**src/rtl/mem_sys_pkg.sv**
```systemverilog
// Shared sizing, FSM state type and the fixed main-memory contents for mem_sys_top.
package mem_sys_pkg;
  localparam int ADDR_W      = 8;
  localparam int LINES       = 8;
  localparam int BLOCK_BYTES = 4;
  localparam int MISS_LAT    = 4;

  localparam int OFFSET_W = $clog2(BLOCK_BYTES);
  localparam int INDEX_W  = $clog2(LINES);
  localparam int TAG_W    = ADDR_W - INDEX_W - OFFSET_W;
  localparam int CNT_W    = $clog2(MISS_LAT + 1);

  typedef logic [BLOCK_BYTES-1:0][7:0] block_t;

  typedef enum logic {
    LOOKUP,
    FILL
  } state_e;

  // ROM contents: byte at address a is (3*a + 1) mod 256.
  function automatic logic [7:0] mem_byte(input logic [ADDR_W-1:0] a);
    return 8'((16'(a) * 16'd3) + 16'd1);
  endfunction
endpackage

```
**src/rtl/mem_sys_cache.sv**
```systemverilog
// Direct-mapped cache storage: valid/tag/data arrays, combinational lookup, whole-block write.
// Only valid bits are reset; stale tag/data behind a cleared valid bit are never observed.
module mem_sys_cache
  import mem_sys_pkg::*;
(
  input  logic               clk_i,
  input  logic               rst_i,
  input  logic [INDEX_W-1:0] rd_index_i,
  input  logic [TAG_W-1:0]   rd_tag_i,
  output logic               hit_o,
  output block_t             rd_line_o,
  input  logic               wr_en_i,
  input  logic [INDEX_W-1:0] wr_index_i,
  input  logic [TAG_W-1:0]   wr_tag_i,
  input  block_t             wr_data_i
);
  logic [LINES-1:0] valid_q;
  logic [TAG_W-1:0] tag_q  [LINES];
  block_t           data_q [LINES];

  always_ff @(posedge clk_i) begin
    if (rst_i) begin
      valid_q <= '0;
    end else if (wr_en_i) begin
      valid_q[wr_index_i] <= 1'b1;
    end
  end

  always_ff @(posedge clk_i) begin
    if (wr_en_i) begin
      tag_q[wr_index_i]  <= wr_tag_i;
      data_q[wr_index_i] <= wr_data_i;
    end
  end

  assign hit_o     = valid_q[rd_index_i] && (tag_q[rd_index_i] == rd_tag_i);
  assign rd_line_o = data_q[rd_index_i];
endmodule

```
**src/rtl/mem_sys_top.sv**
```systemverilog
// Self-driving memory system: sequential address generator reading through a direct-mapped
// cache backed by a ROM with a MISS_LAT-cycle fill. Hit pulses for each cache-served read.
module mem_sys_top
  import mem_sys_pkg::*;
(
  input  logic       Clk,
  input  logic       Reset,
  output logic       Hit,
  output logic [7:0] MemSysOut
);
  state_e            state_q, state_d;
  logic [ADDR_W-1:0] addr_q, addr_d;
  logic [CNT_W-1:0]  cnt_q, cnt_d;
  logic              hit_q, hit_d;
  logic [7:0]        out_q, out_d;

  logic   cache_hit;
  block_t rd_line;
  block_t fill_data;
  logic   fill_done;
  logic   fill_we;

  wire [OFFSET_W-1:0] offset = addr_q[OFFSET_W-1:0];
  wire [INDEX_W-1:0]  index  = addr_q[OFFSET_W +: INDEX_W];
  wire [TAG_W-1:0]    tag    = addr_q[ADDR_W-1 -: TAG_W];

  mem_sys_cache u_cache (
    .clk_i      (Clk),
    .rst_i      (Reset),
    .rd_index_i (index),
    .rd_tag_i   (tag),
    .hit_o      (cache_hit),
    .rd_line_o  (rd_line),
    .wr_en_i    (fill_we),
    .wr_index_i (index),
    .wr_tag_i   (tag),
    .wr_data_i  (fill_data)
  );

  always_comb begin
    fill_data = '0;
    for (int b = 0; b < BLOCK_BYTES; b++) begin
      fill_data[b] = mem_byte({addr_q[ADDR_W-1:OFFSET_W], b[OFFSET_W-1:0]});
    end
  end

  // A Reset landing mid-fill must leave the line untouched.
  assign fill_we = fill_done && !Reset;

  always_comb begin
    state_d   = state_q;
    addr_d    = addr_q;
    cnt_d     = cnt_q;
    hit_d     = 1'b0;
    out_d     = out_q;
    fill_done = 1'b0;
    unique case (state_q)
      LOOKUP: begin
        if (cache_hit) begin
          hit_d  = 1'b1;
          out_d  = rd_line[offset];
          addr_d = addr_q + 1'b1;
        end else begin
          cnt_d   = CNT_W'(MISS_LAT);
          state_d = FILL;
        end
      end
      FILL: begin
        if (cnt_q == CNT_W'(1)) begin
          fill_done = 1'b1;
          out_d     = mem_byte(addr_q);
          addr_d    = addr_q + 1'b1;
          cnt_d     = '0;
          state_d   = LOOKUP;
        end else begin
          cnt_d = cnt_q - 1'b1;
        end
      end
      default: state_d = LOOKUP;
    endcase
  end

  always_ff @(posedge Clk) begin
    if (Reset) begin
      state_q <= LOOKUP;
      addr_q  <= '0;
      cnt_q   <= '0;
      hit_q   <= 1'b0;
      out_q   <= '0;
    end else begin
      state_q <= state_d;
      addr_q  <= addr_d;
      cnt_q   <= cnt_d;
      hit_q   <= hit_d;
      out_q   <= out_d;
    end
  end

  assign Hit       = hit_q;
  assign MemSysOut = out_q;
endmodule

```
**config.mk**
```make
export PLATFORM = sky130hd
export DESIGN_NAME = mem_sys_top
export DESIGN_NICKNAME = d
export VERILOG_FILES = /design/src/rtl/mem_sys_pkg.sv /design/src/rtl/mem_sys_cache.sv /design/src/rtl/mem_sys_top.sv
export SDC_FILE = /design/constraint.sdc
export NUM_CORES = 1
export LEC_CHECK = 0
export BUFFER_PORTS_ARGS = -buffer_cell sky130_fd_sc_hd__buf_4
export CAP_MARGIN = 20
export CORE_ASPECT_RATIO = 0.75
export CORE_MARGIN = 2
export CORE_UTILIZATION = 35
export CTS_CLUSTER_DIAMETER = 200
export DETAILED_ROUTE_END_ITERATION = 8
export SETUP_SLACK_MARGIN = 0.1
export SYNTH_ARGS = -nofsm -noshare
export SYNTH_HDL_FRONTEND = slang
export SYNTH_SLANG_ARGS = --single-unit
```
**constraint.sdc**
```tcl
create_clock -name Clk -period 3.4 [get_ports Clk]
set_input_delay 0.51 -clock Clk [delete_from_list [all_inputs] [get_ports Clk]]
set_output_delay 0.51 -clock Clk [all_outputs]
set_load 0.05 [all_outputs]
```
# Word level (Yosys, flattened, before mapping)
# Memory sizes are Yosys's and may differ from the RTL's. A register that Yosys moved wholly into a read port is not among the register bits.
# Index checks and enable logic that the tools add are counted.
# totals
word_cells	63
mem_count	2
reg_bits	29
out_inout_bits	9
mem_bits_rw	280
# op_classes
order_cmp	3
mux	27
eq_ne	5
addsub	7
n_bitwise	2
n_reduce_logical	6
mul	5
# mem_list
name	words	word_bits	rd	rd_ports_with_merged_regs	write_ports	line_no	text
u_cache.data_q	8	32	1	1	1	mem_sys_cache.sv:19	block_t data_q [LINES];
u_cache.tag_q	8	3	1	1	1	mem_sys_cache.sv:18	logic [TAG_W-1:0] tag_q [LINES];
# op_table
op	count
$add 8x1->8 const B	6
$mux 8	5
$pmux 8 s2	2
$mul 8x2->8 const B	3
$mux 3	6
$bmux 8 s2	1
$mux 1	9
$or 8x8->8	1
$mul 7x2->7 const B	1
$mul 6x2->6 const B	1
$pmux 3 s2	1
$lt 3x4->1 const B	1
$ne 2x2->1 const B	2
$bmux 1 s3	1
$demux 1 s3	1
$eq 3x1->1 const B	1
$eq 3x3->1	1
$ge 3x1->1 const B	1
$logic_and 1x1->1	3
$lt 2x3->1 const B	1
$sub 3x1->3 const B	1
$ne 2x1->1 const B	1
$pmux 1 s2	1
$reduce_and 2->1	1
3 further kinds	3

# Longest topological paths before layout
# logic_depth
depth_word	7
mapped_depth	10

# By module
# Synthesis repeated with hierarchy kept, for this count alone.
# hier_totals
cells_unflattened	647
hier_area_um2	12582.1
# modules_own_cells
module	cells_per_inst	area_per_inst_um2	n_inst	seq_area_each_um2
mem_sys_cache	457	10850.4	1	8568.2
mem_sys_top	190	1731.7	1	420.4

# Worst setup path before layout
# No wires, ideal clock.
# synth_path
path_type	register to register
start	reg addr_q[2]
end	reg out_q[6], in the netlist MemSysOut[6]
setup_ns	0.135
n_path_buf	1
setup_slack_ns	1.038
path_stages_with_launch	11
synth_period_minus_slack_ns	2.362
arrival_ns	2.226
required_ns	3.265
path_cell_list	dfxtp_1 buf_2 inv_1 ha_1 inv_1 a21oi_1 nor2_1 o21ai_0 xor2_1 o211ai_1 a21oi_1
# synth_via
elab_chain_len	5
# synth_rtl
element	line_no	text
start, declared	mem_sys_top.sv:12	logic [ADDR_W-1:0] addr_q, addr_d;
start signal, assigned	mem_sys_top.sv:92	addr_q <= addr_d;
branches (longest 5 deep; another with $mul 8x2->8)	n/a	
end signal, assigned	mem_sys_top.sv:95	out_q <= out_d;
end, declared	mem_sys_top.sv:15	logic [7:0] out_q, out_d;
# Several ways; the timed one is not identified. The select of a mux whose other input is x is not followed.
# A chain may end at the register's enable or synchronous reset.

# Worst setup path after layout
# layout_path
start	reg state_q
end	mem u_cache.data_q[4][7] in the netlist's numbering (enable)
# layout_via
elab_chain_len	4
# layout_rtl
element	line_no	text
start, declared	mem_sys_top.sv:11	state_e state_q, state_d;
start signal, assigned	mem_sys_top.sv:91	state_q <= state_d;
$mux 1	mem_sys_top.sv:57	unique case (state_q)
$logic_and 1x1->1	mem_sys_top.sv:48	assign fill_we = fill_done && !Reset;
$mux 1	mem_sys_cache.sv:30	if (wr_en_i) begin
$mux 1 (implied by the code)	mem_sys_cache.sv:32	data_q[wr_index_i] <= wr_data_i;
end, declared	mem_sys_cache.sv:19	
# Every way passes these cells.

==> results.md <==
- Result of the run: completed
- Fmax: roughly 320 MHz
- Avg Cell Area, Syn: around 17 µm²
- Tightest Pin Transition: roughly 850 ps
- Total count of max-transition violations in the final report: 0
- Setup crit end kind: flop
- Net count of the mapped netlist: between 500 and 600
- YS warnings: 0
- NumNets Final: between 500 and 600
- GRT Resource Usage Total: 15.0%
- Library cell with the largest summed area after synthesis: sky130_fd_sc_hd__edfxtp_1
- Cells traversed along the worst timing path: inv_1, or3_1, nor3_1, and2_1, buf_12
- Most common library cells after synthesis: sky130_fd_sc_hd__edfxtp_1, sky130_fd_sc_hd__mux4_2, sky130_fd_sc_hd__dfxtp_1, sky130_fd_sc_hd__nor2_1, sky130_fd_sc_hd__mux2i_1
- Type of origin of the critical path: flop
- Cell area after synthesis: roughly 8400 µm²
- Count of inserted antenna diode cells: 0
- Worst setup path class: flop to flop
- Insertion delay to the later sink of the worst-skew pair: between 400 and 500 ps
- Proportion of layout cells with a drive suffix above 1: 23.4%
- Peak VDD IR: 482 µV
- Highest-delay cell along the critical path: sky130_fd_sc_hd__dfxtp_1
- Detailed-route wire length per cell: between 20 and 25 µm
- Overall power consumption: slightly below 5 mW
- Post-synthesis sequential area ratio: 67.8%
- Violation count after the first detailed-route iteration: roughly 570
- Dominant delay contributor by cell family on the critical path: simple AND/OR/NAND/NOR gates
- Clock sink count: 200
- Number of instances in the synthesized netlist: ~480
- Minimum hold slack: around 440 ps
- Hold crit path type: primary input to flop
- Post-detailed-routing wire length: about 18,000 µm
- Post-CTS Hold Buffers: 0
- Post-layout minimum cycle time: roughly 3100 ps
- Width of the die: around 180 µm
- Tightest slew margin relative to the limit: between 40 and 50%
- Height of the chip: between 100 and 150 µm
- Pin count of the biggest net entering global routing: 27
- Register bit total from synthesis: 200
- Final instance area: between 9000 and 10,000 µm²
- Wire length of the first global-routing pass: about 28,000 µm
- Post-synth top area share: 60.2%
- Worst path required time: ~3500 ps
- Core area: around 24,000 µm²
- Worst clock skew on the final layout: 11.8 ps
- Highest cell delay on the worst timing path: 770 ps
- Total via count after detailed routing: 4,332
- PwrDens: roughly 510 nW/µm²
- Number of post-CTS setup repair buffers: 0
- Sum of negative setup slack: 0 ps
- Flop2flop setup slack: between 300 and 400 ps
- Placement Setup Slack: ~440 ps
- Max Buffers Root-to-Sink: 2
- H-tree depth reported by CTS: 4
- Setup repair after global routing missed its margin: false
- Std cell rows: slightly below 50
- Clock transition at the registers of the reported paths: 80 ps
- Static leakage power: roughly 3.1 nW
- Number of design rule violations left after detail routing: 0
- Per-cell via count in the routed design: 5.23
- Vias in the first global route: 4,499
- Arrival time worst endpoint: about 3200 ps
- Clock root buffer master: sky130_fd_sc_hd__clkbuf_16
- Number of buffers and inverters on the critical path: 2
- Synthesis-to-finish area growth: 13.6%
- Multi-input combinational cell area: between 2000 and 2500 µm²
- Fraction of the cycle the final worst path needs: roughly nine tenths
- EDFF count, synth: about 170
- Largest cells by area after synthesis: sky130_fd_sc_hd__edfxtp_1, sky130_fd_sc_hd__mux4_2, sky130_fd_sc_hd__dfxtp_1
- Post-DP HPWL: around 11,000 µm
- Total die area: between 20,000 and 30,000 µm²
- Crit path max fanout: 16
- Cell with the most instances after synthesis: sky130_fd_sc_hd__edfxtp_1
- Primary FF master, synth: sky130_fd_sc_hd__edfxtp_1
- Quantity of I/O buffers inserted on ports: 10
- Total overflow reported by the global router: 0
- Initial Utilization: between 30% and 40%
- Area post-placement: roughly 8900 µm²
- Layout fillers: about 2,100
- Clock tree from TritonCTS: yes
- Fraction of registers with async set/reset: 0%
- Final Hold Vio Count: 0
- Final RePlAce weighted congestion: around 0.85
- Number of distinct library cell variants in the gate-level netlist after synthesis: 46
- Number of top-level pins: 11
- Total of endpoints with negative setup slack in the final report: 0
- Number of gates given a new drive strength after cts: 0
- Sequential cell area: 5690 µm²
- DR pass1 iterations: 5
- Number of antenna violations at the first check in global routing: 0
- Final setup slack of the worst path: ~320 ps
- Max-cap viol count: 0
- Residual antenna-violating net count after detailed routing: 0
- Total clock buffers created by CTS: 17
layout make-up:
cell class / count / area share, %
Tap cell: 306 / 4.02
Clock buffer: 17 / 4.46
Sequential cell: 200 / 59.7
Timing Repair Buffer: 33 / 3.13
Inverter: 12 / 0.473
Multi-Input combinational cell: 245 / 26.1
Clock inverter: 15 / 2.10
placed cells by master (no fill, tap or decap), types with 2 or more instances in the layout:
cell                        synthesis  final
sky130_fd_sc_hd__nand3_1            6      6
sky130_fd_sc_hd__a21oi_1           18     18
sky130_fd_sc_hd__nand2_1           11     11
sky130_fd_sc_hd__inv_1             11     11
sky130_fd_sc_hd__xor2_1            11     11
sky130_fd_sc_hd__o21ai_0            5      5
sky130_fd_sc_hd__clkinv_8           0      2
sky130_fd_sc_hd__fa_1               3      3
sky130_fd_sc_hd__mux2i_1           25     25
sky130_fd_sc_hd__buf_12             1      4
sky130_fd_sc_hd__mux2_2             2      2
sky130_fd_sc_hd__buf_4              3     29
sky130_fd_sc_hd__clkinv_4           0      3
sky130_fd_sc_hd__nor2_1            27     27
sky130_fd_sc_hd__bufinv_16          0      2
sky130_fd_sc_hd__nor2b_1            4      4
sky130_fd_sc_hd__ha_1              15     15
sky130_fd_sc_hd__inv_6              0      2
sky130_fd_sc_hd__nor3_1             5      5
sky130_fd_sc_hd__mux4_2            42     42
sky130_fd_sc_hd__a211oi_1           7      7
sky130_fd_sc_hd__a21oi_2            2      2
sky130_fd_sc_hd__a32oi_1            2      2
sky130_fd_sc_hd__and2_1             9      9
sky130_fd_sc_hd__xnor2_1           16     16
sky130_fd_sc_hd__a31o_2             2      2
sky130_fd_sc_hd__clkbuf_16          0     17
sky130_fd_sc_hd__a211oi_2           3      3
sky130_fd_sc_hd__o21a_1             9      9
sky130_fd_sc_hd__a21o_1             3      3
sky130_fd_sc_hd__inv_8              0      5
sky130_fd_sc_hd__o211ai_1           2      2
sky130_fd_sc_hd__dfxtp_2            0      2
sky130_fd_sc_hd__dfxtp_1           32     30
sky130_fd_sc_hd__edfxtp_1         168    168
sky130_fd_sc_hd__a31oi_1            3      3
metrics by stage:
step | cells | util (%)
finish | 828 | 40.2
global route | 828 | 40.2
CTS | 828 | 40.2
detailed placement | 796 | 37.5
global placement | 796 | 37.5
floorplan | 483 | -
final timing paths:
check	start	endpoint	depth (start not counted)
worst max register to register	state_q	u_cache.data_q[4][7]	5
worst min register to register	u_cache.valid_q[6]	u_cache.valid_q[6]	1
worst max-delay path	state_q	u_cache.data_q[4][7]	5
worst min-delay path	Reset	flop	2
cells by family after synthesis:
family,count (synthesis),share of synthesized area (%)
AND/OR/NAND/NOR,69,4.12
XOR/XNOR,28,3.01
buffers and inverters,38,2.52
AO/OA/AOI/OAI,61,5.07
adder cells (fa/ha/maj),18,2.95
multiplexers,69,14.5
flip-flops,200,67.8
flip-flops by register name, indices dropped and copies added, names as in the netlist, named ones only:
register         count
state_q              1
addr_q               8
u_cache.valid_q      8
cnt_q                3
Hit                  1
u_cache.data_q     144
u_cache.tag_q       24
MemSysOut            8
layer usage:
layer	routed length [µm]	global-route usage (%)
met1	8650	21.9
met2	8320	22.6
met3	1220	4.19
met4	99	2.89
met5	0	0
power by group:
part	switching (mW)	internal, mW	leakage, nW	total (mW)
registers	0.0139	2.63	1.81	2.64
clock network	0.985	1.13	0.303	2.12
logic	0.0620	0.0324	1.01	0.0944
total	1.06	3.79	3.11	4.85
No activity file was read; power rests on OpenSTA's default activity.
